==> src/rtl/spi_burst_master.sv <==
// SPI burst master: one nCS-framed transaction of command, address and 0..MAX_BURST data bytes.
// All four CPOL/CPHA modes; SCLK half-period is CLK_DIV system clocks.
module spi_burst_master #(
  parameter int unsigned DATA_WIDTH = 8,
  parameter int unsigned MAX_BURST  = 16,
  parameter int unsigned LEN_W      = 5,
  parameter int unsigned CLK_DIV    = 4,
  parameter int unsigned CPOL       = 0,
  parameter int unsigned CPHA       = 0
) (
  input  logic                  clk,
  input  logic                  rst,
  input  logic                  start,
  input  logic [DATA_WIDTH-1:0] command,
  input  logic [DATA_WIDTH-1:0] address,
  input  logic [LEN_W-1:0]      burst_len,
  input  logic [DATA_WIDTH-1:0] tx_data,
  output logic                  tx_ready,
  output logic [DATA_WIDTH-1:0] rx_data,
  output logic                  rx_valid,
  output logic                  busy,
  output logic                  done,
  output logic                  sclk_o,
  output logic                  ncs_o,
  output logic                  mosi_o,
  input  logic                  miso_i
);

  localparam int unsigned DIV_W = $clog2(CLK_DIV);
  localparam int unsigned BIT_W = $clog2(DATA_WIDTH);
  localparam logic [DIV_W-1:0] DIV_LAST  = DIV_W'(CLK_DIV - 1);
  localparam logic [BIT_W-1:0] BIT_LAST  = BIT_W'(DATA_WIDTH - 1);
  localparam logic [LEN_W-1:0] LEN_MAX   = LEN_W'(MAX_BURST);
  localparam logic             SCLK_IDLE = 1'(CPOL);
  localparam logic             SAMPLE_LEAD = (CPHA == 0);

  typedef enum logic [2:0] {
    IDLE, CS_SETUP, SHIFT_CMD, SHIFT_ADDR, SHIFT_DATA, CS_HOLD, CS_GAP
  } state_t;

  state_t                state;
  logic [DIV_W-1:0]      div_cnt;
  logic                  half;
  logic [BIT_W-1:0]      bit_cnt;
  logic [LEN_W-1:0]      byte_cnt;
  logic [LEN_W-1:0]      len_q;
  logic [DATA_WIDTH-1:0] cmd_q;
  logic [DATA_WIDTH-1:0] addr_q;
  logic [DATA_WIDTH-1:0] tx_sr;
  logic [DATA_WIDTH-1:0] rx_sr;
  logic                  armed;

  logic                  in_shift_c;
  logic                  half_end_c;
  logic                  sample_c;
  logic [DATA_WIDTH-1:0] load_byte_c;
  logic [DATA_WIDTH-1:0] rx_shift_c;

  // Edge strobes and the byte that the next shift-register load takes
  always_comb begin
    in_shift_c  = 1'b0;
    load_byte_c = tx_data;
    if (state == SHIFT_CMD || state == SHIFT_ADDR || state == SHIFT_DATA) in_shift_c = 1'b1;
    if (state == CS_SETUP) load_byte_c = cmd_q;
    else if (state == SHIFT_CMD) load_byte_c = addr_q;
    half_end_c = (div_cnt == DIV_LAST);
    sample_c   = in_shift_c && half_end_c && (half != SAMPLE_LEAD);
    rx_shift_c = {rx_sr[DATA_WIDTH-2:0], miso_i};
  end

  always_ff @(posedge clk or posedge rst) begin
    if (rst) begin
      state    <= IDLE;
      div_cnt  <= '0;
      half     <= 1'b0;
      bit_cnt  <= '0;
      byte_cnt <= '0;
      len_q    <= '0;
      cmd_q    <= '0;
      addr_q   <= '0;
      tx_sr    <= '0;
      rx_sr    <= '0;
      armed    <= 1'b1;
      tx_ready <= 1'b0;
      rx_data  <= '0;
      rx_valid <= 1'b0;
      busy     <= 1'b0;
      done     <= 1'b0;
      sclk_o   <= SCLK_IDLE;
      ncs_o    <= 1'b1;
      mosi_o   <= 1'b0;
    end else begin
      tx_ready <= 1'b0;
      rx_valid <= 1'b0;
      done     <= 1'b0;

      if (sample_c) begin
        rx_sr <= rx_shift_c;
        if (state == SHIFT_DATA && bit_cnt == BIT_LAST) begin
          rx_data  <= rx_shift_c;
          rx_valid <= 1'b1;
        end
      end

      case (state)
        // The first IDLE cycle after a transaction ignores start
        IDLE: begin
          if (!armed) begin
            armed <= 1'b1;
          end else if (start) begin
            cmd_q   <= command;
            addr_q  <= address;
            len_q   <= (burst_len > LEN_MAX) ? LEN_MAX : burst_len;
            busy    <= 1'b1;
            ncs_o   <= 1'b0;
            div_cnt <= '0;
            state   <= CS_SETUP;
          end
        end

        CS_SETUP: begin
          if (half_end_c) begin
            div_cnt <= '0;
            half    <= 1'b0;
            bit_cnt <= '0;
            tx_sr   <= SAMPLE_LEAD ? {load_byte_c[DATA_WIDTH-2:0], 1'b0} : load_byte_c;
            if (SAMPLE_LEAD) mosi_o <= load_byte_c[DATA_WIDTH-1];
            state   <= SHIFT_CMD;
          end else begin
            div_cnt <= div_cnt + DIV_W'(1);
          end
        end

        SHIFT_CMD, SHIFT_ADDR, SHIFT_DATA: begin
          if (half_end_c) begin
            div_cnt <= '0;
            sclk_o  <= ~sclk_o;
            half    <= ~half;
            if (!half) begin
              // First edge: CPHA=1 launches the current bit here
              if (!SAMPLE_LEAD) begin
                mosi_o <= tx_sr[DATA_WIDTH-1];
                tx_sr  <= {tx_sr[DATA_WIDTH-2:0], 1'b0};
              end
            end else if (bit_cnt != BIT_LAST) begin
              bit_cnt <= bit_cnt + BIT_W'(1);
              if (SAMPLE_LEAD) begin
                mosi_o <= tx_sr[DATA_WIDTH-1];
                tx_sr  <= {tx_sr[DATA_WIDTH-2:0], 1'b0};
              end
            end else begin
              // Byte boundary: pick the next byte or wind down
              bit_cnt <= '0;
              if (state == SHIFT_DATA && byte_cnt == len_q - LEN_W'(1)) begin
                state <= CS_HOLD;
              end else if (state == SHIFT_ADDR && len_q == '0) begin
                state <= CS_HOLD;
              end else begin
                tx_sr <= SAMPLE_LEAD ? {load_byte_c[DATA_WIDTH-2:0], 1'b0} : load_byte_c;
                if (SAMPLE_LEAD) mosi_o <= load_byte_c[DATA_WIDTH-1];
                if (state == SHIFT_CMD) begin
                  state <= SHIFT_ADDR;
                end else begin
                  tx_ready <= 1'b1;
                  byte_cnt <= (state == SHIFT_ADDR) ? '0 : byte_cnt + LEN_W'(1);
                  state    <= SHIFT_DATA;
                end
              end
            end
          end else begin
            div_cnt <= div_cnt + DIV_W'(1);
          end
        end

        CS_HOLD: begin
          if (half_end_c) begin
            div_cnt <= '0;
            ncs_o   <= 1'b1;
            mosi_o  <= 1'b0;
            done    <= 1'b1;
            state   <= CS_GAP;
          end else begin
            div_cnt <= div_cnt + DIV_W'(1);
          end
        end

        CS_GAP: begin
          if (half_end_c) begin
            div_cnt <= '0;
            busy    <= 1'b0;
            armed   <= 1'b0;
            state   <= IDLE;
          end else begin
            div_cnt <= div_cnt + DIV_W'(1);
          end
        end

        default: state <= IDLE;
      endcase
    end
  end

endmodule

==> config.mk <==
export PLATFORM = sky130hd
export DESIGN_NAME = spi_burst_master
export DESIGN_NICKNAME = d
export VERILOG_FILES = /design/src/rtl/spi_burst_master.sv
export SDC_FILE = /design/constraint.sdc
export NUM_CORES = 1
export LEC_CHECK = 0
export BUFFER_PORTS_ARGS = -buffer_cell sky130_fd_sc_hd__buf_4
export CORE_ASPECT_RATIO = 0.9
export CORE_MARGIN = 2
export CORE_UTILIZATION = 40
export CTS_CLUSTER_SIZE = 20
export DETAILED_ROUTE_END_ITERATION = 8
export PLACE_DENSITY = 0.56
export SYNTH_ARGS = -nofsm -noshare
export SYNTH_HDL_FRONTEND = slang
export SYNTH_SLANG_ARGS = --single-unit
export TNS_END_PERCENT = 100
==> constraint.sdc <==
create_clock -name clk -period 3.4 [get_ports clk]
set_clock_uncertainty 0.2 [all_clocks]
set_input_delay 0.34 -clock clk [delete_from_list [all_inputs] [get_ports clk]]
set_output_delay 0.34 -clock clk [all_outputs]
set_load 0.01 [all_outputs]
# ---- Word level (Yosys, flattened, before mapping)
# Cells that the tools add are included.
dict set report word_totals {
  ff_bits 66
  in_bits 33
  out_inout_bits 15
}
dict set report op_classes {
  addsub 4
  order_cmp 1
  n_eq_ne 20
  mux 61
  n_bitwise 6
  reduce_logical 29
}
# operator count
set ops {}
lappend ops {{8-bit two-way mux} 8}
lappend ops {{3-bit two-way mux} 14}
lappend ops {{1-bit two-way mux} 25}
lappend ops {{2-bit != test, second input constant} 8}
lappend ops {{8-bit one-hot mux with 2 select lines} 1}
lappend ops {{3-bit one-hot mux with 5 select lines} 1}
lappend ops {{7-bit AND reduction} 2}
lappend ops {{3-bit equality test, second input constant} 4}
lappend ops {{4-bit AND reduction} 3}
lappend ops {{5-bit two-way mux} 2}
lappend ops {{3-bit != test, second input constant} 3}
lappend ops {{3-bit AND reduction} 3}
lappend ops {{1-bit one-hot mux with 2 select lines} 4}
lappend ops {{8-bit AND reduction} 1}
lappend ops {{2-bit nonzero test} 4}
lappend ops {{3-bit by 2-bit equality test with 1-bit output, second input constant} 2}
lappend ops {{2-bit two-way mux} 3}
lappend ops {{1-bit inverter} 6}
lappend ops {{3-bit one-hot mux with 2 select lines} 1}
lappend ops {{2-bit AND reduction} 3}
lappend ops {{6-bit AND reduction} 1}
lappend ops {{6-bit OR reduction} 1}
lappend ops {{5-bit by 1-bit adder with 5-bit output, second input constant} 1}
lappend ops {{5-bit equality test} 1}
lappend ops {{other kinds (14)} 19}

# ---- Longest topological paths before layout
dict set report logic_depth {
  word_depth 9
  ltp_mapped 7
}

# ---- Least setup slack after synthesis
# OpenSTA, ideal clock, no wires.
dict set report synth_path {
  path_kind {reg-to-reg}
  from {register len_q[0]}
  to {register tx_sr[1]}
  setup_time_ns 0.125
  arrival_time_ns 1.788
  required_time_ns 3.075
  path_slack_ns 1.287
  path_stages_with_launch 8
  n_path_buf 0
  synth_period_minus_slack_ns 2.113
  cell_sequence {dfrtp_1 -> inv_1 -> ha_1 -> xnor2_1 -> a211o_1 -> a211oi_4 -> a21oi_4 -> mux2_2}
}
dict set report synth_via {
  elab_chain_len 5
  word_cells_on_any_way 8
  cone_classes {add/sub: 1; eq/ne: 3; reduce/logical: 4}
}
# item line
set synth_lines {}
lappend synth_lines {{from (decl)} 46} ;# logic [LEN_W-1:0] len_q;
lappend synth_lines {{from (signal assigned)} 113} ;# len_q <= (burst_len > LEN_MAX) ? LEN_MAX : burst_len;
lappend synth_lines {{5-bit by 1-bit subtractor with 5-bit output} 154} ;# if (state == SHIFT_DATA && byte_cnt == len_q - LEN_W'(1)) begin
lappend synth_lines {{5-bit equality test} 154}
lappend synth_lines {{1-bit logical AND} 154}
lappend synth_lines {{3-bit != test (no source line)} n/a}
lappend synth_lines {{6-bit AND reduction (no source line) *} n/a}
lappend synth_lines {{to (signal assigned)} 143} ;# tx_sr <= {tx_sr[DATA_WIDTH-2:0], 1'b0};
lappend synth_lines {{to (signal assigned)} 149} ;# tx_sr <= {tx_sr[DATA_WIDTH-2:0], 1'b0};
lappend synth_lines {{to (signal assigned)} 159} ;# tx_sr <= SAMPLE_LEAD ? {load_byte_c[DATA_WIDTH-2:0], 1'b0} : load_byte_c;
lappend synth_lines {{to (decl)} 49} ;# logic [DATA_WIDTH-1:0] tx_sr;
# Every way passes the cells marked *; elsewhere a longest branch is shown, timed or not.
# A chain may end at the register's enable or synchronous reset.

# ---- Worst setup path after layout
dict set report layout_path {
  from {register state[0]}
  to {register tx_sr[1]}
}
dict set report layout_via {
  elab_chain_len 9
  word_cells_on_any_way 23
  cone_classes {eq/ne: 9; mux: 9; reduce/logical: 5}
}
# item line
set layout_lines {}
lappend layout_lines {{from (decl)} 41} ;# state_t state;
lappend layout_lines {{from (signal assigned)} 73} ;# state <= IDLE;
lappend layout_lines {{from (signal assigned)} 117} ;# state <= CS_SETUP;
lappend layout_lines {{from (signal assigned)} 128} ;# state <= SHIFT_CMD;
lappend layout_lines {{3-bit by 2-bit equality test with 1-bit output} {65, 105}}
lappend layout_lines {{8-bit two-way mux} 65} ;# else if (state == SHIFT_CMD) load_byte_c = addr_q;
lappend layout_lines {{8-bit two-way mux} 64} ;# if (state == CS_SETUP) load_byte_c = cmd_q;
lappend layout_lines {{8-bit two-way mux} 156} ;# end else if (state == SHIFT_ADDR && len_q == '0) begin
lappend layout_lines {{8-bit two-way mux} 154}
lappend layout_lines {{8-bit two-way mux} 145} ;# end else if (bit_cnt != BIT_LAST) begin
lappend layout_lines {{8-bit two-way mux} 139} ;# if (!half) begin
lappend layout_lines {{8-bit two-way mux} 135} ;# if (half_end_c) begin
lappend layout_lines {{8-bit one-hot mux with 2 select lines} 105} ;# case (state)
# Several ways; a longest one is shown, not always the timed one. The select of a mux whose other input is x is not followed.

==> results.cfg <==
[floorplan]
rows = 31
dieHeight_um = 90.3
fp.dieW_um = 99.8
initial_core_util = 0.412
fp.coreArea_um2 = 8030
dieArea_um2 = 9010
io_pins = 48

[synthesis]
avgSynthCellArea_um2 = 10.7
yosysWarningCount = 0
syn_area_um2 = 3310
synth-seq-cells = 65
synth_top_cell_area_share = 0.477
yosysUniqueCellTypes = 55
post_synth_inst_count = 309
postSynthNetCount = 347
synth_top_family_by_area = simple AND/OR/NAND/NOR gates
synthTopCellsByArea = dfrtp_1 (48%), mux2_2 (11%), nand2_1 (4.5%), o21ai_0 (3.2%), ha_1 (1.9%)
async_flop_share = 1.00
synth-xor-area-share = 0.0212
synth_edf_count = 0
synth_compound_area_frac = 0.148
yosysTopAreaCell = dfrtp_1
yosysSeqAreaShare = 0.493
synth_mux_area_frac = 0.128
synth-simple-area-share = 0.158
synthAdderAreaFrac = 0.0189
synth-main-ff-cell = dfrtp_1

[worst_setup_path]
crit_chain = nand2b_1 > o221ai_4 > nand2_2 > a21oi_4 > mux2_2
critPathLaunchType = register
cp_max_fo = 25
slowest_stage = dfrtp_1
end_kind = register
critPathKind = register to register
cp_data_arrival_time_ns = 2.72
rr_endpoint = tx_sr[1]$_DFFE_PP0P_
r2r_start = state[0]$_DFFE_PP0P_
crit_required_ns = 3.43
reg2reg_slack_ns = 0.71
slowest_delay_ns = 0.85
r2r_cells = 5

[clock_tree]
cts_sinks = 65
path_clk_slew_ns = 0.07
clock_latency_ns = 0.34
cts-root-buf = clkbuf_8
cts_buffers = 9
cts_buffer_depth = 2
htree_levels = 3
cts_tree = built

[routing]
drt_iter0_markers = 107
via_count = 2437
firstDrtPassIters = 4
ant_nets = 0
routed_wirelength_mm = 6.84
vias_per_cell = 5.26
wl_per_cell_um = 14.8
drc = 0

[cells_and_area]
layout_commonest_cell = dfrtp_1
drive_gt1_frac = 0.316
design_area_um2 = 4030
mostFrequentLayoutCells = dfrtp_1 (63), buf_4 (52), nand2_1 (40), mux2_2 (33), o21ai_0 (21)
post-route-util = 0.502
fin_nets = 397
syn2layout_area_growth_pct = 21.9
diodes = 0

[timing]
worstMarginPinSlew_ns = 0.843
timing.fmax_ghz = 0.372
setup_viol = 0
relSlewSlack = 0.438
hold_viol_final = 0
period_share = 0.791
min_period_ns = 2.69
slew_violations = 0
rsz0062_at_grt = false
setup_tns_ns = 0

[flow_run]
cap_violations = 0

[global_routing]
grt_pass1_vias = 2432
grt_pass1_wl_mm = 11.7
grt_usage = 0.166
grt_max_degree = 66
antenna_found_initial = 0
grt_overflow = 0

[hold_path]
hold_depth = 2
holdPathEnd = addr_q[1]$_DFFE_PP0P_
min_path_type = primary input to register
min-delay-start = address[1]

[placement]
placed_area_um2 = 3760
dpl.hpwl_mm = 4.71
io_buffers = 47
place.gp.congestion = 0.780

[pwr]
power.density_nw_per_um2 = 411
ir_drop_uv = 212
p_leak_nw = 1.83

[outcome]
status = finished clean
[final cells by class]
cell class,count,area (um2)
clock buffer,10,138
clock inverter,6,115
fill,762,4000
inverter,13,48.8
multi-input combinational,216,1570
sequential,65,1630
tap,99,124
timing repair buffer,54,410
[how the worst max path moves through the flow]
stage / slack (ns) / to / startpoint / cells after the start
finish: 0.71 / tx_sr[1]$_DFFE_PP0P_ / state[0]$_DFFE_PP0P_ / 5
CTS: 0.72 / tx_sr[3]$_DFFE_PP0P_ / state[0]$_DFFE_PP0P_ / 5
global route: 0.54 / tx_sr[3]$_DFFE_PP0P_ / state[0]$_DFFE_PP0P_ / 5
global placement: 0.81 / tx_sr[2]$_DFFE_PP0P_ / state[0]$_DFFE_PP0P_ / 5
detailed placement: 0.74 / tx_sr[3]$_DFFE_PP0P_ / state[0]$_DFFE_PP0P_ / 5
floorplan: 1.24 / addr_q[0]$_DFFE_PP0P_ / rst / 1
[synth_stat cells (2+ instances only)]
cell,n
inv_1,13
nand2_1,40
dfstp_2,2
nand2b_1,5
mux2_2,33
and3_1,2
o21ai_0,21
o22a_1,7
a21o_1,2
a21oi_1,8
nor2b_1,4
nand3_1,7
o21ai_1,2
a22oi_1,2
nor4_1,2
nor2_1,11
a31oi_1,2
nand3b_1,7
dfrtp_1,63
xor2_1,2
ha_1,5
a211o_1,2
clkbuf_1,9
buf_2,6
nand4_1,2
o22ai_1,7
or4_1,2
mux2i_1,4
o211ai_1,5
xnor2_1,6
and2_1,2
[cells by family after synthesis]
family          Yosys count
flops                    65
fa+ha+maj                 5
mux                      38
simple gates             96
xor+xnor                  8
buf+inv                  28
compound gates           69
[critical path: cells and delay by family, from the launching register on]
kind            cells  cell delay [ns]
mux                 1             0.37
compound gates      2             0.61
flops               1             0.85
simple gates        2             0.54
[state kept, by name, summed over array words and instances (netlist names)]
signal / flops
rx_sr: 7
done: 1
tx_sr: 7
busy: 1
bit_cnt: 3
byte_cnt: 5
mosi_o: 1
tx_ready: 1
rx_data: 8
armed: 1
div_cnt: 2
state: 3
cmd_q: 8
rx_valid: 1
ncs_o: 1
half: 1
addr_q: 8
len_q: 5
sclk_o: 1
[through the flow]
| step | hold slack, ns | cells | power [mW] | worst slack, ns |
|---|---|---|---|---|
| 2_1_floorplan | 0.242 | 309 | 0.810 | 1.24 |
| 3_3_place_gp | 0.267 | 445 | 0.848 | 0.811 |
| 3_5_place_dp | 0.275 | 445 | 0.848 | 0.743 |
| 4_1_cts | 0.00265 | 463 | 1.69 | 0.719 |
| 5_1_grt | 0.0172 | 463 | 1.72 | 0.543 |
| 6_report | 0.0244 | 463 | 1.66 | 0.712 |
[power breakdown]
group	internal [mW]	switching (mW)
sequential	0.777	0.00290
clock	0.509	0.315
combinational	0.0287	0.0244
total	1.32	0.342
[routing by layer]
metal	part of all wire	up-vias	global-route usage
li1	-	1210	-
met1	0.49	1173	0.227
met2	0.45	43	0.249
met3	0.040	11	0.0395
met4	0.017	0	0.0742
met5	0	-	0
[what timing repair did]
item,4_1_cts,5_1_grt
setup buffers,0,0
endpoints found under the hold margin,2,0
resized for setup,0,0
hold buffers,2,0
Power figures use the tool's default switching activity.
